**config.mk**
```make
export PLATFORM = sky130hd
export DESIGN_NAME = draw_sprite_flat
export DESIGN_NICKNAME = d
export VERILOG_FILES = /design/src/rtl/vga_pkg.sv /design/src/rtl/draw_sprite_if.sv /design/src/rtl/sprite_addr_gen.sv /design/src/rtl/draw_sprite.sv /design/src/flat_wrapper.sv
export SDC_FILE = /design/constraint.sdc
export NUM_CORES = 1
export LEC_CHECK = 0
export ABC_AREA = 1
export ABC_CLOCK_PERIOD_IN_PS = 4200
export CORE_MARGIN = 10
export CORE_UTILIZATION = 45
export DETAILED_ROUTE_END_ITERATION = 6
export GPL_ROUTABILITY_DRIVEN = 1
export PLACE_DENSITY = 0.79
export SYNTH_ARGS = -nofsm -noshare
export SYNTH_HDL_FRONTEND = slang
export SYNTH_SLANG_ARGS = --single-unit
export TNS_END_PERCENT = 100
```
**constraint.sdc**
```tcl
create_clock -name pclk -period 4.2 [get_ports pclk]
set_input_delay 0.84 -clock pclk [delete_from_list [all_inputs] [get_ports pclk]]
set_output_delay 0.84 -clock pclk [all_outputs]
set_load 0.1 [all_outputs]
```
**src/rtl/vga_pkg.sv**
```systemverilog
// Shared constants and types for the VGA sprite pipeline.
//   CntW      - width of the hcount/vcount timing counters
//   ColorW    - width of an RGB444 pixel
//   PosW      - width of the requested sprite position
//   CmpW      - width of the hit comparisons (one bit of headroom so a sprite clips and does not wrap)
//   PipeDepth - latency in pclk from timing input to timing output
package vga_pkg;

    localparam int unsigned CntW      = 11;
    localparam int unsigned ColorW    = 12;
    localparam int unsigned PosW      = 12;
    localparam int unsigned CmpW      = 13;
    localparam int unsigned PipeDepth = 3;

    // One beat of the timing bus plus its background colour.
    typedef struct packed {
        logic [CntW-1:0]   hcount;
        logic [CntW-1:0]   vcount;
        logic              hsync;
        logic              vsync;
        logic              hblnk;
        logic              vblnk;
        logic [ColorW-1:0] rgb;
    } vga_bus_t;

    // Address field width: clog2, but never narrower than one bit.
    function automatic int unsigned clog2_min1(input int unsigned n);
        return (n <= 1) ? 1 : $clog2(n);
    endfunction

endpackage

```
**src/rtl/draw_sprite_if.sv**
```systemverilog
// VGA timing bus: counters, sync/blank strobes and pixel colour.
//   master - drives the bus (producer side)
//   slave  - receives the bus (consumer side)
interface draw_sprite_if;
    import vga_pkg::*;

    logic [CntW-1:0]   hcount;
    logic [CntW-1:0]   vcount;
    logic              hsync;
    logic              vsync;
    logic              hblnk;
    logic              vblnk;
    logic [ColorW-1:0] rgb;

    modport master (output hcount, vcount, hsync, vsync, hblnk, vblnk, rgb);
    modport slave  (input  hcount, vcount, hsync, vsync, hblnk, vblnk, rgb);

endinterface

```
**src/rtl/sprite_addr_gen.sv**
```systemverilog
// Sprite hit detection and ROM address generation.
//   pclk, rst          - pixel clock, async active-low reset
//   hcount, vcount     - current beam position (stage 0)
//   hblnk, vblnk       - blanking strobes; no hit while blanking
//   xa, ya, en, flip, s2 - frame-latched sprite position and mode
//   hit                - combinational: beam is inside the visible sprite
//   pixel_addr         - registered {row, col}; holds when hit is low
module sprite_addr_gen
    import vga_pkg::*;
#(
    parameter int unsigned SPR_W = 48,
    parameter int unsigned SPR_H = 64,
    parameter int unsigned XW    = 6,
    parameter int unsigned YW    = 6,
    parameter int unsigned AW    = 12
) (
    input  logic            pclk,
    input  logic            rst,
    input  logic [CntW-1:0] hcount,
    input  logic [CntW-1:0] vcount,
    input  logic            hblnk,
    input  logic            vblnk,
    input  logic [PosW-1:0] xa,
    input  logic [PosW-1:0] ya,
    input  logic            en,
    input  logic            flip,
    input  logic            s2,
    output logic            hit,
    output logic [AW-1:0]   pixel_addr
);

    localparam int unsigned DxW = XW + 1;
    localparam int unsigned DyW = YW + 1;

    logic [CmpW-1:0] hc, vc, xs, ys, ew, eh;
    logic [DxW-1:0]  dx;
    logic [DyW-1:0]  dy;
    logic [XW-1:0]   col_off;
    logic [XW-1:0]   col;
    logic [YW-1:0]   row;

    assign hc = CmpW'(hcount);
    assign vc = CmpW'(vcount);
    assign xs = CmpW'(xa);
    assign ys = CmpW'(ya);
    assign ew = s2 ? CmpW'(2 * SPR_W) : CmpW'(SPR_W);
    assign eh = s2 ? CmpW'(2 * SPR_H) : CmpW'(SPR_H);

    assign hit = en && !hblnk && !vblnk &&
                 (hc >= xs) && (hc < xs + ew) &&
                 (vc >= ys) && (vc < ys + eh);

    // Inside a hit the offset is below 2*SPR_W, so one extra bit over the field suffices.
    assign dx = DxW'(hc - xs);
    assign dy = DyW'(vc - ys);

    assign col_off = s2 ? dx[XW:1] : dx[XW-1:0];
    assign row     = s2 ? dy[YW:1] : dy[YW-1:0];
    assign col     = flip ? (XW'(SPR_W - 1) - col_off) : col_off;

    always_ff @(posedge pclk or negedge rst) begin
        if (!rst) begin
            pixel_addr <= '0;
        end else if (hit) begin
            pixel_addr <= {row, col};
        end
    end

endmodule

```
**src/rtl/draw_sprite.sv**
```systemverilog
// Overlays a ROM sprite on a VGA timing stream.
//   pclk, rst        - pixel clock, async active-low reset
//   src              - incoming timing bus and background colour
//   dst              - timing bus delayed by PipeDepth, with the sprite composed in
//   xpos, ypos       - requested top-left corner, taken at the vblnk rising edge
//   enable, hflip, scale2 - sprite mode, taken at the vblnk rising edge
//   rgb_pixel        - ROM data for pixel_addr, valid one pclk after the address
//   pixel_addr       - ROM address {row, col}
module draw_sprite
    import vga_pkg::*;
#(
    parameter int unsigned       SPR_W     = 48,
    parameter int unsigned       SPR_H     = 64,
    parameter bit                KEY_EN    = 1'b1,
    parameter logic [ColorW-1:0] KEY_COLOR = 12'h000,
    localparam int unsigned      XW        = clog2_min1(SPR_W),
    localparam int unsigned      YW        = clog2_min1(SPR_H),
    localparam int unsigned      AW        = XW + YW
) (
    input  logic              pclk,
    input  logic              rst,
    draw_sprite_if.slave      src,
    draw_sprite_if.master     dst,
    input  logic [PosW-1:0]   xpos,
    input  logic [PosW-1:0]   ypos,
    input  logic              enable,
    input  logic              hflip,
    input  logic              scale2,
    input  logic [ColorW-1:0] rgb_pixel,
    output logic [AW-1:0]     pixel_addr
);

    localparam int unsigned StageN = PipeDepth - 1;

    vga_bus_t          bus_in;
    vga_bus_t          bus_q [StageN];
    logic              hit_q [StageN];
    logic [ColorW-1:0] pix_q;
    vga_bus_t          out_q, out_d;

    logic              vblnk_prev_q;
    logic              frame_latch;
    logic [PosW-1:0]   xa_q, ya_q;
    logic              en_q, flip_q, s2_q;
    logic              hit;
    logic              draw;

    always_comb begin
        bus_in.hcount = src.hcount;
        bus_in.vcount = src.vcount;
        bus_in.hsync  = src.hsync;
        bus_in.vsync  = src.vsync;
        bus_in.hblnk  = src.hblnk;
        bus_in.vblnk  = src.vblnk;
        bus_in.rgb    = src.rgb;
    end

    // Mode is only taken at the start of vertical blank so a frame is never torn.
    assign frame_latch = src.vblnk && !vblnk_prev_q;

    always_ff @(posedge pclk or negedge rst) begin
        if (!rst) begin
            vblnk_prev_q <= 1'b0;
            xa_q         <= '0;
            ya_q         <= '0;
            en_q         <= 1'b0;
            flip_q       <= 1'b0;
            s2_q         <= 1'b0;
        end else begin
            vblnk_prev_q <= src.vblnk;
            if (frame_latch) begin
                xa_q   <= xpos;
                ya_q   <= ypos;
                en_q   <= enable;
                flip_q <= hflip;
                s2_q   <= scale2;
            end
        end
    end

    sprite_addr_gen #(
        .SPR_W (SPR_W),
        .SPR_H (SPR_H),
        .XW    (XW),
        .YW    (YW),
        .AW    (AW)
    ) u_addr_gen (
        .pclk       (pclk),
        .rst        (rst),
        .hcount     (src.hcount),
        .vcount     (src.vcount),
        .hblnk      (src.hblnk),
        .vblnk      (src.vblnk),
        .xa         (xa_q),
        .ya         (ya_q),
        .en         (en_q),
        .flip       (flip_q),
        .s2         (s2_q),
        .hit        (hit),
        .pixel_addr (pixel_addr)
    );

    // pix_q captures the ROM word at stage 2, lining it up with bus_q[StageN-1].
    assign draw = hit_q[StageN-1] && !(KEY_EN && (pix_q == KEY_COLOR));

    always_comb begin
        out_d = bus_q[StageN-1];
        if (draw) begin
            out_d.rgb = pix_q;
        end
    end

    always_ff @(posedge pclk or negedge rst) begin
        if (!rst) begin
            for (int i = 0; i < StageN; i++) begin
                bus_q[i] <= '0;
                hit_q[i] <= 1'b0;
            end
            pix_q <= '0;
            out_q <= '0;
        end else begin
            bus_q[0] <= bus_in;
            hit_q[0] <= hit;
            for (int i = 1; i < StageN; i++) begin
                bus_q[i] <= bus_q[i-1];
                hit_q[i] <= hit_q[i-1];
            end
            pix_q <= rgb_pixel;
            out_q <= out_d;
        end
    end

    assign dst.hcount = out_q.hcount;
    assign dst.vcount = out_q.vcount;
    assign dst.hsync  = out_q.hsync;
    assign dst.vsync  = out_q.vsync;
    assign dst.hblnk  = out_q.hblnk;
    assign dst.vblnk  = out_q.vblnk;
    assign dst.rgb    = out_q.rgb;

endmodule

```
**src/flat_wrapper.sv**
```systemverilog
// flat-port wrapper written by rule: the top's interface ports become plain ports
module draw_sprite_flat import vga_pkg::*;
#(
    parameter int unsigned       SPR_W     = 48,
    parameter int unsigned       SPR_H     = 64,
    parameter bit                KEY_EN    = 1'b1,
    parameter logic [ColorW-1:0] KEY_COLOR = 12'h000,
    localparam int unsigned      XW        = clog2_min1(SPR_W),
    localparam int unsigned      YW        = clog2_min1(SPR_H),
    localparam int unsigned      AW        = XW + YW
)
  (pclk, rst, xpos, ypos, enable, hflip, scale2, rgb_pixel, pixel_addr, src_hcount, src_vcount, src_hsync, src_vsync, src_hblnk, src_vblnk, src_rgb, dst_hcount, dst_vcount, dst_hsync, dst_vsync, dst_hblnk, dst_vblnk, dst_rgb);
  draw_sprite_if src_i ();
  draw_sprite_if dst_i ();
  input  logic pclk;
  input  logic rst;
  input  logic [PosW-1:0] xpos;
  input  logic [PosW-1:0] ypos;
  input  logic enable;
  input  logic hflip;
  input  logic scale2;
  input  logic [ColorW-1:0] rgb_pixel;
  output logic [AW-1:0] pixel_addr;
  input wire logic [$bits(src_i.hcount)-1:0] src_hcount;
  input wire logic [$bits(src_i.vcount)-1:0] src_vcount;
  input wire logic [$bits(src_i.hsync)-1:0] src_hsync;
  input wire logic [$bits(src_i.vsync)-1:0] src_vsync;
  input wire logic [$bits(src_i.hblnk)-1:0] src_hblnk;
  input wire logic [$bits(src_i.vblnk)-1:0] src_vblnk;
  input wire logic [$bits(src_i.rgb)-1:0] src_rgb;
  output wire logic [$bits(dst_i.hcount)-1:0] dst_hcount;
  output wire logic [$bits(dst_i.vcount)-1:0] dst_vcount;
  output wire logic [$bits(dst_i.hsync)-1:0] dst_hsync;
  output wire logic [$bits(dst_i.vsync)-1:0] dst_vsync;
  output wire logic [$bits(dst_i.hblnk)-1:0] dst_hblnk;
  output wire logic [$bits(dst_i.vblnk)-1:0] dst_vblnk;
  output wire logic [$bits(dst_i.rgb)-1:0] dst_rgb;
  assign src_i.hcount = src_hcount;
  assign src_i.vcount = src_vcount;
  assign src_i.hsync = src_hsync;
  assign src_i.vsync = src_vsync;
  assign src_i.hblnk = src_hblnk;
  assign src_i.vblnk = src_vblnk;
  assign src_i.rgb = src_rgb;
  assign dst_hcount = dst_i.hcount;
  assign dst_vcount = dst_i.vcount;
  assign dst_hsync = dst_i.hsync;
  assign dst_vsync = dst_i.vsync;
  assign dst_hblnk = dst_i.hblnk;
  assign dst_vblnk = dst_i.vblnk;
  assign dst_rgb = dst_i.rgb;
  draw_sprite #(.SPR_W(SPR_W), .SPR_H(SPR_H), .KEY_EN(KEY_EN), .KEY_COLOR(KEY_COLOR)) u_core (.pclk(pclk), .rst(rst), .src(src_i), .dst(dst_i), .xpos(xpos), .ypos(ypos), .enable(enable), .hflip(hflip), .scale2(scale2), .rgb_pixel(rgb_pixel), .pixel_addr(pixel_addr));
endmodule
```
==> run_results.csv <==
group,metric,value,unit
global_routing,globalRoute.busiestLayer,"met2",
drt,drt_iter0_drc,176,
setup_path,worst-r2r-setup-slack,0.93,ns
yosys,biggest_area_consumer_among_synthesized_cells,"sky130_fd_sc_hd__dfrtp_1",
yosys,syn_area,6570,um2
finish,layout_commonest_cell,"sky130_fd_sc_hd__dfrtp_1",
setup_path,worst_path_dominant_cell_family,"simple AND/OR/NAND/NOR gates",
finish,final_stage_net_count,846,
power_and_ir_drop,worst_ir_drop_vdd,0.000302,V
timing,hold_viol,0,
setup_path,timing.setup.critical_path_class,"flip-flop to flip-flop",
timing,slew_viol_final,0,
setup_path,timing.critical_path.required,4.50,ns
die,rows,44,
placement,preCtsSetupSlack,0.919,ns
drt,ant_nets,0,
status,result_of_the_run,"finished, final reports clean",
global_routing,vias_in_the_first_global_route,4776,
die,die-height,141,um
yosys,dominant_combinational_cell_family_by_area_after_synthesis,"simple AND/OR/NAND/NOR gates",
global_routing,gr-usage-met1,18.3,%
yosys,postSynthRegisterBits,167,
timing,layout_min_cycle_time,3.27,ns
clock_tree,cts.repair_timing.setup_buffer_count,0,
yosys,synthTopCellsByArea,"sky130_fd_sc_hd__dfrtp_1, sky130_fd_sc_hd__ha_1, sky130_fd_sc_hd__nand2_1, sky130_fd_sc_hd__inv_1, sky130_fd_sc_hd__a21oi_1",
die,io-pin-count,129,
global_routing,grt_remaining_overflow,0,
yosys,synth-compound-area-share,7.25,%
setup_path,crit_start,"u_core.s2_q$_DFFE_PN0P_",
finish,nFillCells,1159,
yosys,synth_largest_type_area_fraction,63.6,%
setup_path,critical_path_arrival,3.57,ns
finish,num_antenna_cells,0,
yosys,synth_flop_cell,"sky130_fd_sc_hd__dfrtp_1",
clock_tree,cts_htree_levels,4,
setup_path,most_used_cell_along_the_critical_path,"sky130_fd_sc_hd__ha_1",
flow_run,max_cap_violations,0,
power_and_ir_drop,power_leakage,4.20,nW
yosys,yosysSeqAreaShare,63.6,%
yosys,yosys_warnings,0,
clock_tree,post_cts_resize_count,0,
timing,grt_setup_unrepaired,"no",
finish,syn2layout_area_growth,32.2,%
global_routing,grt_pass1_wl,23700,um
setup_path,timing.rr.end,"u_core.u_addr_gen.pixel_addr[2]$_DFFE_PN0P_",
setup_path,critical_path.n_buffers_inverters,2,
timing,totalNegativeSetupSlack,0,ns
clock_tree,worst_skew_pair_latency,0.42,ns
clock_tree,cts_inserted_buffers,17,
drt,mean_routed_wirelength_per_cell,15.5,um
global_routing,met3_usage,6.05,%
timing,timing.fmax,306,MHz
global_routing,grt_max_degree,89,
drt,post-route-drc-count,0,
setup_path,endpoint,"u_core.u_addr_gen.pixel_addr[2]$_DFFE_PN0P_",
power_and_ir_drop,p_per_area,497,nW/um2
die,floorplan.die.width,141,um
yosys,syn_nets,706,
yosys,library_cells_used_by_synthesis,38,
timing,layout_setup_ws,0.928,ns
global_routing,grt_util_all_layers,15.0,%
global_routing,global_route.usage.met2,23.6,%
global_routing,antenna_found_initial,0,
timing,maxSlewHeadroom,29.6,%
die,dieArea,19800,um2
die,initial_core_util,45.6,%
drt,vias,4476,
setup_path,path_max_fanout,25,
setup_path,cp_num_cells,16,
placement,routabilityCongestion,0.895,
placement,port_buffers,128,
yosys,asyncSetResetFlopFracSynth,100,%
yosys,postSynthCellCount,585,
setup_path,worstPathCellList,"inv_1, ha_1, inv_1, ha_1, o21bai_2, nand2_2, o21ai_0, o21ai_0, ha_1, a21o_1, nand3_2, nand3_2, nor2_4, nand3_4, nand2_1, o21ai_2",
clock_tree,tritoncts_clock_tree,"yes",
timing,tightest_slew,1.05,ns
placement,post-dp-hpwl,10700,um
yosys,number_of_enable_flip_flop_cells_after_synthesis,0,
setup_path,slowest_stage,"sky130_fd_sc_hd__inv_1",
min_path,worst_hold_path_type,"flip-flop to flip-flop",
timing,final_min_period_over_clock_period,77.9,%
setup_path,crit_path_max_incr_delay,0.39,ns
setup_path,critical_path.startpoint_type,"flip-flop",
yosys,synthesis.area_per_instance,11.2,um2
setup_path,crit-reg2reg-launch,"u_core.s2_q$_DFFE_PN0P_",
finish,final_cell_mix,"sky130_fd_sc_hd__dfrtp_1, sky130_fd_sc_hd__clkdlybuf4s50_1, sky130_fd_sc_hd__nand2_1",
finish,fraction_of_layout_cells_with_a_size_suffix_above_1,9.62,%
yosys,synth-adder-area-share,8.34,%
yosys,synth_xor_area_share,2.00,%
timing,report.final.setup_viol,0,
clock_tree,post_cts_hold_buffer_count,0,
yosys,post_synth_mux_area_share,0.819,%
clock_tree,ctsRootBufferMaster,"sky130_fd_sc_hd__clkbuf_16",
finish,multi_input_comb_area,2070,um2
drt,drt_first_pass_iters,5,
setup_path,setup.worst_path.end_class,"flip-flop",
yosys,yosys.area_share.simple,13.1,%
timing,clock-skew-final,0.00922,ns
drt,routed_wl,14300,um
die,floorplan.core_area,14400,um2
drt,route.detailed.vias_per_inst,4.85,
min_path,holdCritStartpoint,"u_core.bus_q[12]$_DFF_PN0_",
clock_tree,cts-root-to-sink-buffers,2,
clock_tree,clkSlewWorstSetupHoldPaths,0.06,ns
finish,ff_latch_area,4180,um2
clock_tree,cts.sinks,167,
setup_path,worst-r2r-cell-count,16,
## worst register-to-register path, cell delays in order (launching register included)
cell	delay [ns]
sky130_fd_sc_hd__dfrtp_1	0.37
sky130_fd_sc_hd__inv_1	0.39
sky130_fd_sc_hd__ha_1	0.28
sky130_fd_sc_hd__inv_1	0.05
sky130_fd_sc_hd__ha_1	0.22
sky130_fd_sc_hd__o21bai_2	0.18
sky130_fd_sc_hd__nand2_2	0.09
sky130_fd_sc_hd__o21ai_0	0.13
sky130_fd_sc_hd__o21ai_0	0.11
sky130_fd_sc_hd__ha_1	0.30
sky130_fd_sc_hd__a21o_1	0.19
sky130_fd_sc_hd__nand3_2	0.07
sky130_fd_sc_hd__nand3_2	0.07
sky130_fd_sc_hd__nor2_4	0.12
sky130_fd_sc_hd__nand3_4	0.31
sky130_fd_sc_hd__nand2_1	0.20
sky130_fd_sc_hd__o21ai_2	0.07
## synthesized netlist by cell type, types with 2 or more instances
library cell,count
sky130_fd_sc_hd__nand2_2,8
sky130_fd_sc_hd__nor3b_1,2
sky130_fd_sc_hd__clkbuf_1,5
sky130_fd_sc_hd__nor2_1,36
sky130_fd_sc_hd__nand3_1,21
sky130_fd_sc_hd__a21oi_1,43
sky130_fd_sc_hd__fa_1,3
sky130_fd_sc_hd__nand3b_1,3
sky130_fd_sc_hd__nor3_1,2
sky130_fd_sc_hd__buf_1,3
sky130_fd_sc_hd__nand2_1,107
sky130_fd_sc_hd__o21ai_0,18
sky130_fd_sc_hd__o21ai_1,2
sky130_fd_sc_hd__mux2i_1,2
sky130_fd_sc_hd__inv_2,4
sky130_fd_sc_hd__xnor2_1,3
sky130_fd_sc_hd__o21ai_2,12
sky130_fd_sc_hd__inv_1,66
sky130_fd_sc_hd__dfrtp_1,167
sky130_fd_sc_hd__nand4_1,7
sky130_fd_sc_hd__mux2_2,3
sky130_fd_sc_hd__xor2_1,12
sky130_fd_sc_hd__buf_6,2
sky130_fd_sc_hd__ha_1,39
sky130_fd_sc_hd__nand3_2,2
## per-stage QoR
stage	total power (W)	instance area, um2	utilization (%)	instances	hold WS (ns)
finish	0.00431	8690	60.2	922	0.345
floorplan	0.00244	6570	-	585	0.331
CTS	0.00436	8690	60.2	922	0.348
detailed placement	0.00274	8070	56.0	890	0.335
global placement	0.00270	8070	56.0	890	0.332
global route	0.00453	8690	60.2	922	0.348
## sequential cells by signal, indices dropped and copies added (netlist names), 11 cells and up
name / flops
u_core.bus_q: 75
u_core.dst.hcount: 11
u_core.dst.rgb: 12
u_core.dst.vcount: 11
u_core.pix_q: 12
u_core.u_addr_gen.pixel_addr: 12
u_core.xa_q: 12
u_core.ya_q: 12
## power by group
part           leakage [nW]  switching (W)  internal [W]
Combinational          1.94       0.000624      0.000325
Sequential             1.96      0.0000467       0.00172
Clock                 0.297       0.000618      0.000985
Total                  4.20        0.00129       0.00303
## cells by family (layout without fill, tap and decap cells)
group | after synthesis | count (layout)
XOR/XNOR | 15 | 15
AO/OA/AOI/OAI | 81 | 81
AND/OR/NAND/NOR | 194 | 194
adder cells (fa/ha/maj) | 42 | 42
buffers and inverters | 81 | 234
multiplexers | 5 | 5
flip-flops | 167 | 167
## layer usage
metal	vias to the layer above	part of all wire, %
met5	-	0
met4	0	1.6
met3	20	9.0
met2	138	47
met1	2163	43
li1	2155	-
## worst min path at each step
stage,endpoint,slack [ns],cells past startpoint
2_1_floorplan,u_core.bus_q[0]$_DFF_PN0_,0.33,0
3_3_place_gp,u_core.bus_q[30]$_DFF_PN0_,0.33,0
3_5_place_dp,u_core.bus_q[35]$_DFF_PN0_,0.33,0
4_1_cts,u_core.bus_q[4]$_DFF_PN0_,0.35,0
5_1_grt,u_core.bus_q[7]$_DFF_PN0_,0.35,0
6_report,u_core.dst.vblnk$_DFF_PN0_,0.35,0
## cell type report
type                       instances  area share [%]
timing repair buffer             132            15.3
inverter                          70            3.03
clock inverter                    10            1.63
tap                              184            2.65
sequential                       167            48.1
clock buffer                      22            5.46
multi-input combinational        337            23.9
Note: power is estimated with default switching activity, not from simulation.
